## config.mk

```make
export PLATFORM = sky130hd
export DESIGN_NAME = vote_button_qualifier
export DESIGN_NICKNAME = d
export VERILOG_FILES = /design/src/rtl/vote_pkg.sv /design/src/rtl/button_sync.sv /design/src/rtl/vote_button_qualifier.sv
export SDC_FILE = /design/constraint.sdc
export NUM_CORES = 1
export LEC_CHECK = 0
export ABC_AREA = 1
export CORE_ASPECT_RATIO = 1.2
export CORE_MARGIN = 3
export CORE_UTILIZATION = 62
export DETAILED_ROUTE_END_ITERATION = 8
export GPL_TIMING_DRIVEN = 0
export PLACE_DENSITY = 0.84
export SLEW_MARGIN = 20
export SYNTH_ARGS = -nofsm -noshare
export SYNTH_HDL_FRONTEND = slang
export SYNTH_SLANG_ARGS = --single-unit
```

## constraint.sdc

```tcl
create_clock -name clk -period 4.6 [get_ports clk]
set_clock_uncertainty 0.05 [all_clocks]
set_input_delay 0.92 -clock clk [delete_from_list [all_inputs] [get_ports clk]]
set_output_delay 0.92 -clock clk [all_outputs]
set_load 0.005 [all_outputs]
```

## src/rtl/vote_pkg.sv

```systemverilog
// -----------------------------------------------------------------------------
// vote_pkg
// Types and defaults shared by the vote button qualifier and the tally block.
//   vote_state_e     : qualifier FSM states
//   VOTE_N_CH        : default number of candidate buttons
//   VOTE_HOLD_CYCLES : default number of consecutive held cycles for one vote
// -----------------------------------------------------------------------------
package vote_pkg;

  typedef enum logic [1:0] {
    IDLE     = 2'd0,
    HOLD     = 2'd1,
    FIRE     = 2'd2,
    WAIT_REL = 2'd3
  } vote_state_e;

  localparam int VOTE_N_CH        = 4;
  localparam int VOTE_HOLD_CYCLES = 100_000_000;

endpackage : vote_pkg

```

## src/rtl/button_sync.sv

```systemverilog
// -----------------------------------------------------------------------------
// button_sync
// Single-bit multi-flop synchroniser for one raw, asynchronous button.
//   clk   : system clock
//   rst   : asynchronous active-low reset, clears every stage
//   d_i   : raw asynchronous input
//   q_o   : synchronised output, SYNC_STAGES cycles behind d_i
// -----------------------------------------------------------------------------
module button_sync #(
  parameter int SYNC_STAGES = 2
) (
  input  logic clk,
  input  logic rst,
  input  logic d_i,
  output logic q_o
);

  logic [SYNC_STAGES-1:0] sync_q;

  // NOTE: every stage is reset so a button held through reset is seen as a
  // fresh press rather than as a level that was already there.
  // NOTE: non-blocking assignment so each stage samples the previous stage's
  // value from before the edge; blocking would collapse the chain to one flop.
  always_ff @(posedge clk or negedge rst) begin
    if (!rst) begin
      sync_q <= '0;
    end else begin
      sync_q <= {sync_q[SYNC_STAGES-2:0], d_i};
    end
  end

  assign q_o = sync_q[SYNC_STAGES-1];

endmodule : button_sync

```

## src/rtl/vote_button_qualifier.sv

```systemverilog
// -----------------------------------------------------------------------------
// vote_button_qualifier
// Qualifies one vote from N_CH candidate buttons: exactly one button must be
// held for HOLD_CYCLES consecutive synchronised cycles. One pulse per press;
// all buttons must be released before another vote can start.
//   clk        : system clock, rising edge
//   rst        : asynchronous active-low reset
//   en         : polls open; low blocks new holds and aborts a running hold
//   button     : raw asynchronous buttons, active-high
//   vote_valid : one-cycle pulse, vote accepted
//   vote_ch    : channel of the last accepted vote
//   conflict   : one-cycle pulse, hold aborted (second button or en low)
//   busy       : FSM is not in IDLE
// -----------------------------------------------------------------------------
module vote_button_qualifier
  import vote_pkg::*;
#(
  parameter  int N_CH        = VOTE_N_CH,
  parameter  int HOLD_CYCLES = VOTE_HOLD_CYCLES,
  parameter  int SYNC_STAGES = 2,
  localparam int CH_W        = $clog2(N_CH),
  localparam int CNT_W       = $clog2(HOLD_CYCLES + 1)
) (
  input  logic            clk,
  input  logic            rst,
  input  logic            en,
  input  logic [N_CH-1:0] button,
  output logic            vote_valid,
  output logic [CH_W-1:0] vote_ch,
  output logic            conflict,
  output logic            busy
);

  // ---------------------------------------------------------------------------
  // Synchronisers
  // ---------------------------------------------------------------------------
  logic [N_CH-1:0] bs;

  for (genvar g = 0; g < N_CH; g++) begin : g_sync
    button_sync #(
      .SYNC_STAGES(SYNC_STAGES)
    ) u_button_sync (
      .clk (clk),
      .rst (rst),
      .d_i (button[g]),
      .q_o (bs[g])
    );
  end

  // ---------------------------------------------------------------------------
  // One-hot detection and channel encode of the synchronised vector
  // ---------------------------------------------------------------------------
  logic            bs_any;
  logic            bs_onehot;
  logic [CH_W-1:0] bs_idx;

  always_comb begin
    bs_any    = |bs;
    // Clearing the lowest set bit leaves zero only for a single set bit.
    bs_onehot = bs_any && ((bs & (bs - N_CH'(1))) == '0);
    bs_idx    = '0;
    for (int i = 0; i < N_CH; i++) begin
      if (bs[i]) bs_idx = CH_W'(i);
    end
  end

  // ---------------------------------------------------------------------------
  // FSM, hold counter and captured channel
  // ---------------------------------------------------------------------------
  vote_state_e     state_q, state_d;
  logic [CNT_W-1:0] cnt_q, cnt_d;
  logic [N_CH-1:0]  cap_q, cap_d;
  logic [CH_W-1:0]  ch_q, ch_d;
  logic             fire_d;
  logic             conflict_d;

  always_comb begin
    // NOTE: every signal gets a default before the case so no path leaves a
    // value unassigned, which would otherwise infer a latch.
    state_d    = state_q;
    cnt_d      = cnt_q;
    cap_d      = cap_q;
    ch_d       = ch_q;
    fire_d     = 1'b0;
    conflict_d = 1'b0;

    unique case (state_q)
      IDLE: begin
        if (en && bs_onehot) begin
          state_d = HOLD;
          cnt_d   = CNT_W'(1);
          cap_d   = bs;
          ch_d    = bs_idx;
        end else if (en && bs_any) begin
          state_d = WAIT_REL;
        end
      end

      HOLD: begin
        // Abort is checked first so it wins over a simultaneous release.
        if (!en || ((bs & ~cap_q) != '0)) begin
          state_d    = WAIT_REL;
          cnt_d      = '0;
          conflict_d = 1'b1;
        end else if (bs == cap_q) begin
          if (cnt_q < CNT_W'(HOLD_CYCLES)) cnt_d = cnt_q + CNT_W'(1);
          if (cnt_q >= CNT_W'(HOLD_CYCLES - 1)) begin
            state_d = FIRE;
            fire_d  = 1'b1;
          end
        end else begin
          // Short press: captured button released early, nothing else held.
          state_d = IDLE;
          cnt_d   = '0;
        end
      end

      FIRE: begin
        state_d = WAIT_REL;
        cnt_d   = '0;
      end

      WAIT_REL: begin
        if (!bs_any) state_d = IDLE;
      end

      default: begin
        state_d = IDLE;
        cnt_d   = '0;
      end
    endcase
  end

  // ---------------------------------------------------------------------------
  // State and registered outputs
  // ---------------------------------------------------------------------------
  logic            vote_valid_q;
  logic [CH_W-1:0] vote_ch_q;
  logic            conflict_q;
  logic            busy_q;

  always_ff @(posedge clk or negedge rst) begin
    if (!rst) begin
      state_q      <= IDLE;
      cnt_q        <= '0;
      cap_q        <= '0;
      ch_q         <= '0;
      vote_valid_q <= 1'b0;
      vote_ch_q    <= '0;
      conflict_q   <= 1'b0;
      busy_q       <= 1'b0;
    end else begin
      state_q      <= state_d;
      cnt_q        <= cnt_d;
      cap_q        <= cap_d;
      ch_q         <= ch_d;
      vote_valid_q <= fire_d;
      conflict_q   <= conflict_d;
      busy_q       <= (state_d != IDLE);
      if (fire_d) vote_ch_q <= ch_q;
    end
  end

  assign vote_valid = vote_valid_q;
  assign vote_ch    = vote_ch_q;
  assign conflict   = conflict_q;
  assign busy       = busy_q;

endmodule : vote_button_qualifier
```

==> out/qor.txt <==
P_sw: 700.7 uW
Via count of the routed design: 3124
Number of pins with negative max-slew slack in the final report: 0
Pin count of the biggest net entering global routing: 30
Final non-filler cell area: 3657 sq um
Port Buffers: 11
Most common cell after layout, fill and taps aside: sky130_fd_sc_hd__nand2_1
Floorplan Core Area: 5080 sq um
Summed negative setup slack over all endpoints: 0 ps
Relative max-transition margin: 0.6769
Data required time at the worst endpoint: 4800 ps
Average wire per standard cell: 14.51 microns
Standard-cell rows: 28
Warnings from Yosys: 0
RSZ-0062 raised after global routing: false
Vias per Instance: 5.670
Beginning of the worst hold path: g_sync[1].u_button_sync.sync_q[0]
Global-route usage over all layers: 0.2774
Clock tree from TritonCTS: built
WS Path Type: in2reg
Worst flop-to-flop path startpoint: g_sync[2].u_button_sync.sync_q[1]
Kind of cell adding the most delay to the critical path: buffers and inverters
Worst min-delay path endpoint: g_sync[1].u_button_sync.sync_q[1]
Count of endpoints failing setup in the final report: 0
Syn_nets: 488
Antenna-violating nets left: 0
NumNets Final: 507
Sequential area share after synthesis: 0.3594
Effective utilization at floorplan: 0.6579
Crit-path slowest cell: sky130_fd_sc_hd__clkdlybuf4s50_1
DPL Wire Length: 5986 microns
Post-CTS Hold Buffers: 0
Part of the power in combinational logic: 0.466
Area leader, netlist: sky130_fd_sc_hd__dfrtp_1
Peak supply drop: 0.3618 mV
Worst Reg-to-Reg Cells: 9
Maximum clock rate: 412.0 MHz
First DRT Iteration DRCs: 206
Area after DPL: 3542 sq um
Vert. Die Dim: 86.43 microns
Die Width: 73.02 microns
Sw Share: 0.4506
Per-instance average area after synthesis: 7.095 sq um
Routed length on met1: 3467 microns
Data arrival time of the worst path: 2630 ps
Final WS setup: 2173 ps
Full die area: 6311 sq um
Maximum single-stage delay on the critical path: 540 ps
Buffer and inverter count on the worst path: 4
CTS-repair resized insts: 0
FF-to-FF setup slack: 2290 ps
CTS clock-pin slew for the worst setup and hold paths: 90 ps
Worst slack after detailed placement: 1837 ps
Setup repair bufs after CTS: 0
Final core utilization: 0.7200
Met2 wire len: 3877 microns
Combined area of all synthesized cells: 3342 sq um
Clock group share of total power: 0.206
Yosys cell types: 36
Number of global-route vias before repair: 3085
Final routed wirelength across all metal layers: 7993 microns
Run status: finished, final reports clean
Max cap viols: 0
Antenna diode count: 0
Top layer in use: met4
Final hold vios: 0
Power density of the placed cells: 425.1 nW/um^2
Ports: 12
Register bit total from synthesis: 48
Slew of the pin with the lowest slew margin: 484.7 ps
Maximum number of buffers from clock root to sink: 2
First-pass GRT wire length: 13760 microns
Share of layout cells above drive strength 1: 0.1303
CTS buffer count: 5
CTS sink count: 48
Category of the worst setup path capture point: register
WHS Path Cells: 0
Gate Count Post-Synth: 471
Routability congestion estimate from global placement: 1.011
Sequential cell fraction of total power: 0.328
Synth-to-layout area growth: 9.435%
Number of antenna violations at the first check in global routing: 0
Post-route DRC violation count: 0
Worst-path cell chain: clkdlybuf4s50_1 > inv_1 > nor2_4 > nand2_2 > a21oi_4 > nand2_8 > inv_6 > buf_8 > nand3_2 > nand2_1
Post-route fraction of the period consumed by the critical path: 0.5276
Max Fanout on Critical Path: 10
Worst flop-to-flop path endpoint: cnt_q[15]
Met3 wire length: 438 microns
Drt pass-1 iters: 4
CTS Root Cell: sky130_fd_sc_hd__clkbuf_8
Fill cell count: 423
Cell internal pwr: 854.2 uW
Top library cells by usage in the layout, fill and taps aside: 147 x sky130_fd_sc_hd__nand2_1, 64 x sky130_fd_sc_hd__nor2_1, 49 x sky130_fd_sc_hd__inv_1
Leakage power figure: 0.001677 uW
Grt ovf: 0
Most area-consuming cells after synthesis: sky130_fd_sc_hd__dfrtp_1 36%, sky130_fd_sc_hd__nand2_1 17%, sky130_fd_sc_hd__nor2_1 7.2%
H-tree depth: 2
Startpoint types: primary input
Clock network latency to the later pin of the worst-skew pair: 310 ps
Clock period minus worst slack: 2427 ps
Area share of the leading cell type in the synthesized netlist: 0.3594
Worst min-delay path category: reg2reg
[per-stage QoR]
step                      total power, uW  hold WS [ps]  cells
after floorplan                      1040         281.2    471
after global placement               1212         282.2    542
after detailed placement             1234         284.7    543
after CTS                            1557         307.5    551
after global routing                 1648         313.9    551
final                                1555         305.7    551
[logic make-up after synthesis]
group | Yosys count | share of synthesized area
AOI/OAI and AO/OA | 28 | 0.05616
xor gates and xnor gates | 6 | 0.01572
adders and majority gates | 10 | 0.03744
buffers and inverters | 66 | 0.08798
DFF | 48 | 0.3594
and+or+nand+nor | 313 | 0.4433
[power groups by stage]
| stage | sequential, uW | clock (uW) | combinational, uW |
|---|---|---|---|
| final | 510 | 321 | 724 |
| after global routing | 515 | 341 | 791 |
| after CTS | 510 | 327 | 721 |
| after detailed placement | 517 | 0 | 718 |
| after global placement | 515 | 0 | 697 |
| after floorplan | 507 | 0 | 533 |
[cell usage after synthesis (all sizes together)]
master / number
a21oi: 2
a31oi: 1
buf: 10
clkbuf: 2
dfrtp: 48
ha: 10
inv: 54
nand2: 155
nand3: 48
nand4: 24
nor2: 71
nor3: 10
nor4: 2
o211ai: 2
o21ai: 20
o21bai: 3
or2: 3
xnor2: 1
xor2: 5
[state kept, by name, indices dropped and copies added, names as in the netlist]
register / count
state_q: 2
cap_q: 4
ch_q: 2
cnt_q: 27
g_sync.u_button_sync.sync_q: 8
vote_valid: 1
busy: 1
conflict: 1
vote_ch: 2
[final cells by class]
cell class	instances	area [sq um]	area share
buffer	12	86.33	0.02361
clock buffer	5	68.82	0.01882
clock inverter	3	46.29	0.01266
inverter	54	207.7	0.05679
multi-input combinational	357	1847	0.5050
sequential	48	1201	0.3284
tap	60	75.07	0.02053
timing repair buffer	12	125.1	0.03421
[how the worst max path moves through the flow]
stage / cells past startpoint / from / to
after global routing: 10 / en / cnt_q[19]
after detailed placement: 10 / en / cnt_q[19]
after floorplan: 9 / en / cnt_q[17]
after global placement: 1 / rst / cnt_q[20]
after CTS: 10 / en / cnt_q[21]
final: 10 / en / cnt_q[15]
[per-layer routing]
layer / track usage / vias up
li1: - / 1549
met1: 0.3584 / 1457
met2: 0.4630 / 95
met3: 0.02900 / 23
met4: 0.1258 / 0
met5: 0 / -
[worst register-to-register path, cell delays in order, from the launching register on]
cell and delay [ps]:
sky130_fd_sc_hd__dfrtp_1 430, sky130_fd_sc_hd__ha_1 310, sky130_fd_sc_hd__nand4_2 330, sky130_fd_sc_hd__nor3_4 460
sky130_fd_sc_hd__nand2_4 160, sky130_fd_sc_hd__nand2_8 140, sky130_fd_sc_hd__inv_6 60, sky130_fd_sc_hd__buf_8 150
sky130_fd_sc_hd__nand3_2 80, sky130_fd_sc_hd__nand2_1 50
(Power assumes the default switching activity.)
